### src/rtl/mem_rd_burst_ctrl.sv
// -----------------------------------------------------------------------------
// mem_rd_burst_ctrl
//
// AXI-style read-burst slave in front of a synchronous-read memory. One
// transaction is handled at a time: the AR beat is latched, then each data
// beat is produced by a READ cycle (memory strobe) followed by a DATA cycle
// (R beat presented until handshaken). Illegal bursts still return LEN+1
// beats, each with SLVERR and zero data, and never touch the memory.
//
// Parameters
//   ADDR_WIDTH  AR address width
//   DATA_WIDTH  R data width (also the memory word width)
//   ID_WIDTH    ARID / RID width
//   MEM_AW      memory read-address width
//
// Ports
//   clk        single clock
//   clr        synchronous active-high reset
//   ARVALID    read address valid                (in)
//   ARREADY    read address ready                (out)
//   ARID       transaction ID                    (in)
//   ARADDR     start byte address                (in)
//   ARLEN      beats minus 1                     (in)
//   ARSIZE     log2 of bytes per beat            (in)
//   ARBURST    00 FIXED, 01 INCR, 10 WRAP        (in)
//   mem_rd_en  memory read strobe                (out)
//   mem_raddr  memory byte address               (out)
//   mem_rdata  memory data, valid the cycle after mem_rd_en (in)
//   RVALID     read data valid                   (out)
//   RREADY     read data ready                   (in)
//   RID        echo of ARID                      (out)
//   RDATA      read data                         (out)
//   RRESP      00 OKAY, 10 SLVERR                (out)
//   RLAST      final beat of the burst           (out)
// -----------------------------------------------------------------------------
module mem_rd_burst_ctrl #(
    parameter int ADDR_WIDTH = 32,
    parameter int DATA_WIDTH = 32,
    parameter int ID_WIDTH   = 4,
    parameter int MEM_AW     = 7
) (
    input  logic                  clk,
    input  logic                  clr,

    input  logic                  ARVALID,
    output logic                  ARREADY,
    input  logic [ID_WIDTH-1:0]   ARID,
    input  logic [ADDR_WIDTH-1:0] ARADDR,
    input  logic [3:0]            ARLEN,
    input  logic [2:0]            ARSIZE,
    input  logic [1:0]            ARBURST,

    output logic                  mem_rd_en,
    output logic [MEM_AW-1:0]     mem_raddr,
    input  logic [DATA_WIDTH-1:0] mem_rdata,

    output logic                  RVALID,
    input  logic                  RREADY,
    output logic [ID_WIDTH-1:0]   RID,
    output logic [DATA_WIDTH-1:0] RDATA,
    output logic [1:0]            RRESP,
    output logic                  RLAST
);

    // -------------------------------------------------------------------------
    // Constants
    // -------------------------------------------------------------------------
    localparam logic [1:0] S_IDLE = 2'd0;
    localparam logic [1:0] S_READ = 2'd1;
    localparam logic [1:0] S_DATA = 2'd2;

    localparam logic [1:0] BURST_FIXED = 2'b00;
    localparam logic [1:0] BURST_INCR  = 2'b01;
    localparam logic [1:0] BURST_WRAP  = 2'b10;
    localparam logic [1:0] BURST_RSVD  = 2'b11;

    localparam logic [1:0] RESP_OKAY   = 2'b00;
    localparam logic [1:0] RESP_SLVERR = 2'b10;

    // Widest legal beat: log2 of the data bus width in bytes.
    localparam int         MAX_SIZE   = $clog2(DATA_WIDTH / 8);
    localparam logic [2:0] MAX_SIZE_L = 3'(MAX_SIZE);

    // -------------------------------------------------------------------------
    // State
    // -------------------------------------------------------------------------
    logic [1:0]            r_state;
    logic                  r_arready;
    logic [ID_WIDTH-1:0]   r_id;
    logic [ADDR_WIDTH-1:0] r_addr;
    logic [3:0]            r_len;
    logic [2:0]            r_size;
    logic [1:0]            r_burst;
    logic                  r_err;
    logic [3:0]            r_beat;
    logic                  r_fresh;   // first DATA cycle of a legal beat
    logic [DATA_WIDTH-1:0] r_rdata;

    logic [1:0]            w_next_state;
    logic                  w_ar_fire;
    logic                  w_r_fire;
    logic                  w_last;
    logic                  w_ar_wrap_len_ok;
    logic [ADDR_WIDTH-1:0] w_ar_size_mask;
    logic                  w_ar_err;
    logic [ADDR_WIDTH-1:0] w_step;
    logic [ADDR_WIDTH-1:0] w_wrap_mask;
    logic [ADDR_WIDTH-1:0] w_incr_addr;
    logic [ADDR_WIDTH-1:0] w_next_addr;

    // -------------------------------------------------------------------------
    // Handshakes
    // -------------------------------------------------------------------------
    assign w_ar_fire = (r_state == S_IDLE) && r_arready && ARVALID;
    assign w_r_fire  = (r_state == S_DATA) && RREADY;
    assign w_last    = (r_beat == r_len);

    // -------------------------------------------------------------------------
    // Burst legality, evaluated on the AR inputs so the verdict is latched
    // together with the rest of the request.
    // -------------------------------------------------------------------------
    assign w_ar_wrap_len_ok = ARLEN inside {4'd1, 4'd3, 4'd7, 4'd15};
    assign w_ar_size_mask   = (ADDR_WIDTH'(1) << ARSIZE) - ADDR_WIDTH'(1);

    assign w_ar_err = (ARBURST == BURST_RSVD)
                   || (ARSIZE > MAX_SIZE_L)
                   || ((ARBURST == BURST_WRAP) && !w_ar_wrap_len_ok)
                   || ((ARBURST == BURST_WRAP) && ((ARADDR & w_ar_size_mask) != '0));

    // -------------------------------------------------------------------------
    // Next beat address. For WRAP the window is (LEN+1)<<SIZE bytes; only the
    // bits inside the window advance, the bits above it are kept.
    // -------------------------------------------------------------------------
    assign w_step      = ADDR_WIDTH'(1) << r_size;
    assign w_wrap_mask = ((ADDR_WIDTH'(r_len) + ADDR_WIDTH'(1)) << r_size) - ADDR_WIDTH'(1);
    assign w_incr_addr = r_addr + w_step;

    always_comb begin
        // NOTE: every combinational output gets a default first, so no path
        // through the case can leave it unassigned and infer a latch.
        w_next_addr = r_addr;
        case (r_burst)
            BURST_INCR:  w_next_addr = w_incr_addr;
            BURST_WRAP:  w_next_addr = (r_addr & ~w_wrap_mask) | (w_incr_addr & w_wrap_mask);
            BURST_FIXED: w_next_addr = r_addr;
            default:     w_next_addr = r_addr;
        endcase
    end

    // -------------------------------------------------------------------------
    // FSM next state
    // -------------------------------------------------------------------------
    always_comb begin
        w_next_state = r_state;
        case (r_state)
            S_IDLE:  if (w_ar_fire) w_next_state = S_READ;
            S_READ:  w_next_state = S_DATA;
            S_DATA:  if (w_r_fire) w_next_state = w_last ? S_IDLE : S_READ;
            default: w_next_state = S_IDLE;
        endcase
    end

    // -------------------------------------------------------------------------
    // Registers
    // -------------------------------------------------------------------------
    always_ff @(posedge clk) begin
        if (clr) begin
            // NOTE: sequential state uses non-blocking assignments so every
            // register samples pre-edge values regardless of statement order.
            r_state   <= S_IDLE;
            r_arready <= 1'b0;
            r_id      <= '0;
            r_addr    <= '0;
            r_len     <= '0;
            r_size    <= '0;
            r_burst   <= '0;
            r_err     <= 1'b0;
            r_beat    <= '0;
            r_fresh   <= 1'b0;
            r_rdata   <= '0;
        end else begin
            r_state <= w_next_state;

            // ARREADY is registered: it rises the cycle after reset is
            // released and the cycle after the last R beat is accepted.
            r_arready <= (w_next_state == S_IDLE);

            // The memory output is valid during the first DATA cycle only by
            // contract; it is captured at the end of that cycle so the beat
            // stays stable however long RREADY is held low.
            r_fresh <= (r_state == S_READ) && !r_err;
            if (r_fresh) begin
                r_rdata <= mem_rdata;
            end

            if (w_ar_fire) begin
                r_id    <= ARID;
                r_addr  <= ARADDR;
                r_len   <= ARLEN;
                r_size  <= ARSIZE;
                r_burst <= ARBURST;
                r_err   <= w_ar_err;
                r_beat  <= '0;
            end

            if (w_r_fire && !w_last) begin
                r_addr <= w_next_addr;
                r_beat <= r_beat + 4'd1;
            end
        end
    end

    // -------------------------------------------------------------------------
    // Outputs
    // -------------------------------------------------------------------------
    assign ARREADY   = r_arready;

    // Error bursts walk through READ without strobing the memory.
    assign mem_rd_en = (r_state == S_READ) && !r_err;
    assign mem_raddr = r_addr[MEM_AW-1:0];

    assign RVALID    = (r_state == S_DATA);
    assign RLAST     = (r_state == S_DATA) && w_last;
    assign RID       = r_id;
    assign RRESP     = r_err ? RESP_SLVERR : RESP_OKAY;

    // Bypass the memory output during the first DATA cycle so the beat is
    // presented two cycles after the AR handshake, then serve the capture.
    assign RDATA     = r_err   ? '0 :
                       r_fresh ? mem_rdata : r_rdata;

endmodule

### config.mk
export PLATFORM = sky130hd
export DESIGN_NAME = mem_rd_burst_ctrl
export DESIGN_NICKNAME = d
export VERILOG_FILES = /design/src/rtl/mem_rd_burst_ctrl.sv
export SDC_FILE = /design/constraint.sdc
export NUM_CORES = 1
export LEC_CHECK = 0
export BUFFER_PORTS_ARGS = -buffer_cell sky130_fd_sc_hd__buf_2
export CORE_MARGIN = 8
export CORE_UTILIZATION = 50
export DETAILED_ROUTE_END_ITERATION = 16
export HOLD_SLACK_MARGIN = 0.12
export PLACE_DENSITY = 0.81
export SETUP_SLACK_MARGIN = 0.1
export SLEW_MARGIN = 40
export SYNTH_ARGS = -nofsm -noshare
export SYNTH_HDL_FRONTEND = slang
export SYNTH_SLANG_ARGS = --single-unit
export TNS_END_PERCENT = 30
### constraint.sdc
create_clock -name clk -period 2.8 [get_ports clk]
set_input_delay 0.28 -clock clk [delete_from_list [all_inputs] [get_ports clk]]
set_output_delay 0.28 -clock clk [all_outputs]
set_load 0.02 [all_outputs]
==> results.yml, run 1 <==
status:
  status: "complete, no violations"
clocking:
  clock_latency_ps: 340
  numCtsBuffers: 9
  cts_tree: "built"
  htree_levels: 3
  clk_pin_slew_worst_paths_ps: 80
  cts_setup_buffers: 0
  hold_buffers: 0
  cts_root_buffer: "clkbuf_8"
  cts_sinks: 61
  cts_buffer_depth: 2
  cts_resized: 0
global_routing:
  grt_pass1_wl_um: 15790
  grt_max_degree: 50
  grtUsageTotal: 0.1939
  grt_antenna_before_repair: 0
  grt_overflow: 0
  grt_pass1_vias: 3549
detailed_routing:
  route.detailed.drc: 0
  routed_wl_um: 9547
  wl_per_cell_um: 14.96
  drt_pass1_iterations: 4
  post_drt_via_cell_ratio: 5.367
  drtIter0Drc: 173
  ant_nets: 0
  num_vias: 3424
worst_setup_path:
  cp.depth: 10
  r2r_start: "r_len[1]$_SDFFE_PP0P_"
  critPathTopFamily: "simple AND/OR/NAND/NOR gates"
  cp-end-kind: "flop"
  worst_ep_arrival_time_ps: 2800
  critPathBufInv: 0
  r2r_slack_ps: 220
  worstPathMaxFanout: 6
  worst-setup-path-type: "flop to flop"
  worstPathCellList: "ha_1 -> or2b_1 -> nand2_1 -> nand2_1 -> ha_1 -> o2111ai_1 -> nor3_1 -> nor2_1 -> o21ai_0 -> a311oi_1"
  cp-start-kind: "flop"
  cp_slowest_cell: "dfxtp_1"
  slowest_delay_ps: 430
  ff2ff_path_depth: 10
  critPathRequiredTime_ps: 3020
hold_path:
  hold_path_depth: 3
  hp-start: "ARID[1]"
  min_path_type: "input port to flop"
  min_to: "RID[1]$_SDFFE_PP0P_"
synth:
  yosysTopAreaCell: "dfxtp_1"
  synthArstFlopShare: 0
  syn_avg_cell_area_um2: 8.134
  netlist_top_cells_area: "dfxtp_1 (34%), mux2i_1 (10%), nor2_1 (9.8%)"
  synthCells: 437
  ys.warnings.count: 0
  synth_top_flop_cell: "dfxtp_1"
  synth_top_area_frac: 0.3435
  synthesis.area_mm2: 0.003555
  synth_seq_cells: 61
  synth-edff-count: 0
  synth_cell_type_count: 64
  synth_commonest_cells: "nor2_1 (93), dfxtp_1 (61), nand2_1 (40)"
  yosys.cell_count.top_type: "nor2_1"
  seq_area_frac_synth: 0.3435
  syn-num-nets: 530
power_and_ir_drop:
  swShare: 0.3053
  intPower_mw: 1.472
  p_per_area_mw_per_mm2: 491.5
  p_switching_mw: 0.6466
  max-vdd-ir-drop_mv: 0.3212
  p_leak_nw: 1.922
  combPwrFrac: 0.190
  seq_power_share: 0.436
  pwr-share-clk: 0.374
sta:
  hold_viol: 0
  fin_ws_ps: 221.9
  fin_crit_ps: 2578
  fin_skew_ps: 6.755
  clock.fmax_ghz: 0.3879
  worst_pin_slew_ps: 502.6
  fin_tns_setup_ps: 0
  rsz0062_at_grt: "yes"
  setup_viol: 0
  slew-limit-headroom: 0.6649
  period_share: 0.9207
  slew_violations: 0
place:
  io_buffers: 107
  routabilityCongestion: 0.8858
  place_ws_ps: 217.1
  post-dp-hpwl_um: 7366
final_layout:
  layout-drive-gt1-share: 0.2841
  n_antenna_cell: 0
  nets: 630
  synthToLayoutAreaGrowth_pct: 21.22
  final_util: 0.6308
floorplan:
  rows: 30
  boundaryPins: 130
  die_w_um: 100.3
  dieArea_mm2: 0.01006
  core_mm2: 0.006832
  initial_core_util: 0.5203
  die_h_um: 100.3
run:
  drv_cap: 0
[stage by stage]
stage	cells	instance area (um2)	power, mW	hold WS (ps)
after floorplan	437	3555	1.218	416.0
after global placement	622	4110	1.333	439.2
after detailed placement	622	4110	1.344	447.6
after CTS	638	4309	2.140	160.9
after global routing	638	4309	2.221	170.7
final	638	4309	2.118	173.1
[final cells by class]
| type | instances | area, um2 |
|---|---|---|
| Multi-Input combinational cell | 335 | 2097 |
| Sequential cell | 61 | 1222 |
| Timing Repair Buffer | 120 | 633.1 |
| Clock buffer | 9 | 123.9 |
| Tap cell | 96 | 120.1 |
| Clock inverter | 7 | 75.07 |
| Inverter | 10 | 37.54 |
| Fill cell | 643 | 2522 |
[worst reg2reg max path, cell delays in order, from the launching register on]
cell       delay [ps]
dfxtp_1           430
ha_1              340
or2b_1            270
nand2_1            80
nand2_1            80
ha_1              260
o2111ai_1         190
nor3_1            420
nor2_1            110
o21ai_0           190
a311oi_1          110
[worst max path at each step]
stage / from / endpoint / slack (ps)
3_5_place_dp: r_len[1]$_SDFFE_PP0P_ / flop / 220
4_1_cts: r_len[1]$_SDFFE_PP0P_ / flop / 240
5_1_grt: r_size[0]$_SDFFE_PP0P_ / flop / 70
2_1_floorplan: r_size[1]$_SDFFE_PP0P_ / flop / 280
6_report: r_len[1]$_SDFFE_PP0P_ / flop / 220
3_3_place_gp: r_size[1]$_SDFFE_PP0P_ / flop / 360
[cell families (layout without fill, tap and decap cells)]
logic type / after synthesis / after routing / share of synthesized area
other: 1 / 1 / 0.001055
AO/OA/AOI/OAI: 81 / 81 / 0.1531
AND/OR/NAND/NOR: 188 / 188 / 0.2436
XOR/XNOR: 15 / 15 / 0.03907
buffers and inverters: 41 / 146 / 0.06652
multiplexers: 38 / 38 / 0.1088
flip-flops: 61 / 61 / 0.3435
adder cells (fa/ha/maj): 12 / 12 / 0.04435
[cell usage in the layout, fill, tap and decap left out, drive strengths merged, types with 8 or more instances in the layout]
cell type,instances
buf,120
nor2,93
dfxtp,61
nand2,40
mux2i,36
a21oi,30
o21ai,12
nor3,12
ha,11
inv,11
xnor2,10
clkbuf,9
nand3,8
a211oi,8
[power groups by stage]
stage | clock network (mW) | registers, mW | logic, mW
after floorplan | 0 | 0.946 | 0.272
after global placement | 0 | 0.942 | 0.391
after detailed placement | 0 | 0.944 | 0.400
after CTS | 0.814 | 0.924 | 0.402
after global routing | 0.849 | 0.928 | 0.444
final | 0.792 | 0.924 | 0.402
[metal layers]
metal,track usage,wire length [um],up-vias
met5,0,0,-
met4,0.09535,214,0
met3,0.07543,828,21
met2,0.3262,4606,118
met1,0.2076,3897,1576
li1,-,-,1709
Note: power is estimated with default switching activity, not from simulation.
==> inputs of run 2 (changes only) <==
- RECOVER_POWER: unset -> 100
==> run 2 against run 1 <==
  * The flow now finishes with violations (max-capacitance violations, max-slew violations)
  * Worst hold slack worse by 1.0 ps
  * Global-route usage stayed put
  * Sequential power hardly changed
  * Cell count stayed put
  * Routed wire length is 0.72% higher
  * First-iteration DRC count is 8.7% lower
  * Flip-flop and latch count stayed put
==> results.yml, run 2 (same netlist as run 1, synthesis figures left out) <==
sta:
  fin_skew_ps: 7.138
  fin_crit_ps: 2622
  setup_viol: 0
  hold_viol: 0
  worst_pin_slew_ps: 2131
  rsz0062_at_grt: "yes"
  clock.fmax_ghz: 0.3813
  slew_violations: 50
  fin_tns_setup_ps: 0
  slew-limit-headroom: -0.4206
  period_share: 0.9366
  fin_hold_ws_ps: 172.1
worst_setup_path:
  cp-start-kind: "flop"
  r2r_start: "r_len[1]$_SDFFE_PP0P_"
  slowest_delay_ps: 430
  cp-end-kind: "flop"
  cp_slowest_cell: "dfxtp_1"
  r2r_slack_ps: 180
  worstPathMaxFanout: 6
  cp.depth: 10
  critPathTopFamily: "simple AND/OR/NAND/NOR gates"
  critPathBufInv: 0
  critPathRequiredTime_ps: 3000
  ff2ff_path_depth: 10
  worst-setup-path-type: "flop to flop"
  worst_ep_arrival_time_ps: 2820
  worstPathCellList: "ha_1 -> or2b_1 -> nand2_1 -> nand2_1 -> ha_1 -> o2111ai_1 -> nor3_1 -> nor2_1 -> o21ai_0 -> a311oi_1"
detailed_routing:
  route.detailed.drc: 0
  dr_wl_met3_um: 856
  drtIter0Drc: 158
  ant_nets: 0
  wl_met2_um: 4604
  wl_per_cell_um: 15.07
  num_vias: 3432
  drt_pass1_iterations: 4
  routed_wl_um: 9616
  highest_layer: "met4"
  post_drt_via_cell_ratio: 5.379
  wl_met1_um: 3921
power_and_ir_drop:
  seq_power_share: 0.438
  p_switching_mw: 0.6480
  combPwrFrac: 0.186
  max-vdd-ir-drop_mv: 0.3209
  p_per_area_mw_per_mm2: 498.1
  swShare: 0.3071
  p_leak_nw: 1.721
  pwr-share-clk: 0.375
  intPower_mw: 1.462
status:
  violations: "max-capacitance violations, max-slew violations"
  status: "finished with violations"
final_layout:
  nets: 630
  final_cells: 638
  final_cell_mix: "nor2_1 (93), buf_2 (62), dfxtp_1 (61)"
  final_common_cell: "nor2_1"
  n_antenna_cell: 0
  synthToLayoutAreaGrowth_pct: 19.18
  layout-drive-gt1-share: 0.1956
floorplan:
  rows: 30
  core_mm2: 0.006832
  dieArea_mm2: 0.01006
  die_w_um: 100.3
  initial_core_util: 0.5203
  die_h_um: 100.3
  boundaryPins: 130
clocking:
  cts_sinks: 61
  clock_latency_ps: 340
  cts_setup_buffers: 0
  numCtsBuffers: 9
  cts_root_buffer: "clkbuf_8"
  cts_resized: 0
  cts_buffer_depth: 2
  clk_pin_slew_worst_paths_ps: 80
  hold_buffers: 0
  cts_tree: "built"
  htree_levels: 3
global_routing:
  grt_pass1_vias: 3549
  grt_antenna_before_repair: 0
  grt_pass1_wl_um: 15790
  grt_max_degree: 50
  grtUsageTotal: 0.1939
  grt_overflow: 0
place:
  post-dp-hpwl_um: 7366
  placedCellCount: 622
  routabilityCongestion: 0.8858
  io_buffers: 107
hold_path:
  hold_path_depth: 3
  min_path_type: "input port to flop"
  min_to: "RID[1]$_SDFFE_PP0P_"
  hp-start: "ARID[1]"
run:
  drv_cap: 1
-- run 2: cell types whose count changed in the layout (fill, tap and decap cells not counted), sizes merged --
cell	delta
clkbuf	+50
buf	-50
-- run 2: layout make-up --
cell class | instances | area [um2]
fillers | 669 | 2595
flip-flops and latches | 61 | 1221
clock inverters | 7 | 75.07
inverters | 10 | 37.54
well taps | 96 | 120.1
clock buffers | 9 | 123.9
repair buffers | 120 | 561.8
multi-input cells | 335 | 2097
-- run 2: per-layer routing --
layer / up-vias / global-route usage
met2: 125 / 0.3262
met4: 0 / 0.09535
met1: 1578 / 0.2076
li1: 1708 / -
met5: - / 0
met3: 21 / 0.07543
-- run 2: power groups by stage --
| stage | Sequential, mW | Clock, mW | Combinational [mW] |
|---|---|---|---|
| 2_1_floorplan | 0.946 | 0 | 0.272 |
| 3_3_place_gp | 0.942 | 0 | 0.391 |
| 3_5_place_dp | 0.944 | 0 | 0.400 |
| 4_1_cts | 0.924 | 0.814 | 0.402 |
| 5_1_grt | 0.928 | 0.849 | 0.436 |
| 6_report | 0.924 | 0.792 | 0.394 |
-- run 2: worst max-delay path by stage --
stage,slack [ps],from,to
floorplan,280,r_size[1]$_SDFFE_PP0P_,flop
CTS,240,r_len[1]$_SDFFE_PP0P_,flop
finish,180,r_len[1]$_SDFFE_PP0P_,flop
global placement,360,r_size[1]$_SDFFE_PP0P_,flop
detailed placement,220,r_len[1]$_SDFFE_PP0P_,flop
global route,50,r_size[0]$_SDFFE_PP0P_,flop
-- run 2: worst reg2reg max path, stage by stage, from the launching register on --
cell,delay (ps)
dfxtp_1,430
ha_1,350
or2b_1,270
nand2_1,80
nand2_1,80
ha_1,260
o2111ai_1,190
nor3_1,430
nor2_1,100
o21ai_0,190
a311oi_1,110
-- run 2: through the flow --
| step | total power, mW | cell area (um2) | utilization | setup slack [ps] |
|---|---|---|---|---|
| 2_1_floorplan | 1.218 | 3555 | - | 279.9 |
| 3_3_place_gp | 1.333 | 4110 | 0.6016 | 358.0 |
| 3_5_place_dp | 1.344 | 4110 | 0.6016 | 217.1 |
| 4_1_cts | 2.140 | 4309 | 0.6308 | 235.1 |
| 5_1_grt | 2.213 | 4237 | 0.6201 | 51.94 |
| 6_report | 2.110 | 4237 | 0.6201 | 177.6 |
==> inputs of run 3 (changes only) <==
- MAX_ROUTING_LAYER: unset -> met4
==> run 3 against run 2 <==
  * The flow still finishes with violations (max-capacitance violations, max-slew violations)
  * Critical path type unchanged
  * Utilization is 0.26 points lower
  * Highest routed layer unchanged
  * Register-to-register slack better by 60 ps
  * Critical path depth stayed put
  * Non-clock buffer count fell by 1
==> results.yml, run 3 (same netlist as run 1, synthesis figures left out) <==
status:
  status: "finished with violations"
  violations: "max-capacitance violations, max-slew violations"
run:
  drv_cap: 2
place:
  routabilityCongestion: 0.8821
  place_ws_ps: 274.3
  placedCellCount: 621
  post-dp-hpwl_um: 7187
  io_buffers: 107
sta:
  fin_tns_setup_ps: 0
  hold_viol: 0
  period_share: 0.9166
  fin_skew_ps: 12.61
  slew-limit-headroom: -0.05880
  clock.fmax_ghz: 0.3897
  setup_viol: 0
  worst_pin_slew_ps: 1588
  fin_crit_ps: 2566
  rsz0062_at_grt: "yes"
  slew_violations: 74
  fin_ws_ps: 233.7
floorplan:
  core_mm2: 0.006832
  boundaryPins: 130
  initial_core_util: 0.5203
  die_h_um: 100.3
  die_w_um: 100.3
  rows: 30
  dieArea_mm2: 0.01006
clocking:
  clk_pin_slew_worst_paths_ps: 60
  cts_sinks: 61
  htree_levels: 3
  cts_setup_buffers: 0
  cts_buffer_depth: 2
  cts_tree: "built"
  cts_root_buffer: "clkbuf_8"
  numCtsBuffers: 9
  clock_latency_ps: 330
power_and_ir_drop:
  p_leak_nw: 1.702
  max-vdd-ir-drop_mv: 0.3101
  p_per_area_mw_per_mm2: 471.3
global_routing:
  grt_antenna_before_repair: 0
  grt_max_degree: 37
  grt_overflow: 0
  grtUsageTotal: 0.1958
  grt_pass1_wl_um: 15630
  grt_pass1_vias: 3461
hold_path:
  hp-start: "ARID[1]"
  min_path_type: "input port to flop"
worst_setup_path:
  worstPathMaxFanout: 6
  critPathRequiredTime_ps: 2950
  r2r_start: "r_len[1]$_SDFFE_PP0P_"
  cp-start-kind: "flop"
  cp-end-kind: "flop"
  r2r_slack_ps: 230
  worst-setup-path-type: "flop to flop"
  worst_ep_arrival_time_ps: 2720
  cp-startpoint: "r_len[1]$_SDFFE_PP0P_"
final_layout:
  final_util: 0.6176
  n_antenna_cell: 0
  final_common_cell: "nor2_1"
  layout-drive-gt1-share: 0.1889
  final_cells: 636
  synthToLayoutAreaGrowth_pct: 18.69
  nets: 629
  final_cell_mix: "nor2_1 (93), dfxtp_1 (61), buf_2 (60)"
detailed_routing:
  post_drt_via_cell_ratio: 5.343
  routed_wl_um: 9322
  ant_nets: 0
  num_vias: 3398
  route.detailed.drc: 0
  drtIter0Drc: 131
  drt_pass1_iterations: 4
  wl_per_cell_um: 14.66
run 3: what timing repair did:
item                                   4_1_cts  5_1_grt
endpoints found under the hold margin        0        0
hold buffers                                 0        0
setup endpoints to repair                    0        4
gates resized for setup                      0        1
run 3: final cells by class:
class | instances | area (um2)
fill | 669 | 2613
multi-input combinational | 335 | 2102
sequential | 61 | 1221
timing repair buffer | 119 | 571.8
clock buffer | 11 | 141.4
tap | 96 | 120.1
inverter | 10 | 37.54
clock inverter | 4 | 25.02
run 3: worst paths after layout:
path / endpoint / cells after the start
max: flop / 10
min: RID[1]$_SDFFE_PP0P_ / 3
max reg2reg: flop / 10
min reg2reg: RID[0]$_SDFFE_PP0P_ / 2
run 3: per-layer routing:
metal,GRT usage,wire (um)
met5,-,0
met2,0.3215,4554
met3,0.05952,559
met1,0.2159,3997
met4,0.08256,210
run 3: power by group:
group	switching (mW)	internal, mW	leakage [nW]	total [mW]
clock	0.333	0.337	0.0812	0.670
sequential	0.0281	0.898	0.495	0.926
combinational	0.240	0.153	1.13	0.392
run 3: through the flow:
step | area, um2 | power (mW) | hold slack (ps)
2_1_floorplan | 3555 | 1.218 | 416.0
3_3_place_gp | 4115 | 1.333 | 439.9
3_5_place_dp | 4115 | 1.344 | 447.9
4_1_cts | 4282 | 2.021 | 163.5
5_1_grt | 4219 | 2.100 | 185.9
6_report | 4219 | 1.988 | 186.8
run 3: critical path, stage by stage, from the launching register on:
cell       delay (ps)
dfxtp_1           430
ha_1              340
or2b_1            270
nand2_1            70
nand2_1            70
ha_1              250
o2111ai_1         180
nor3_1            430
nor2_1             90
o21ai_0           170
a311oi_1          100
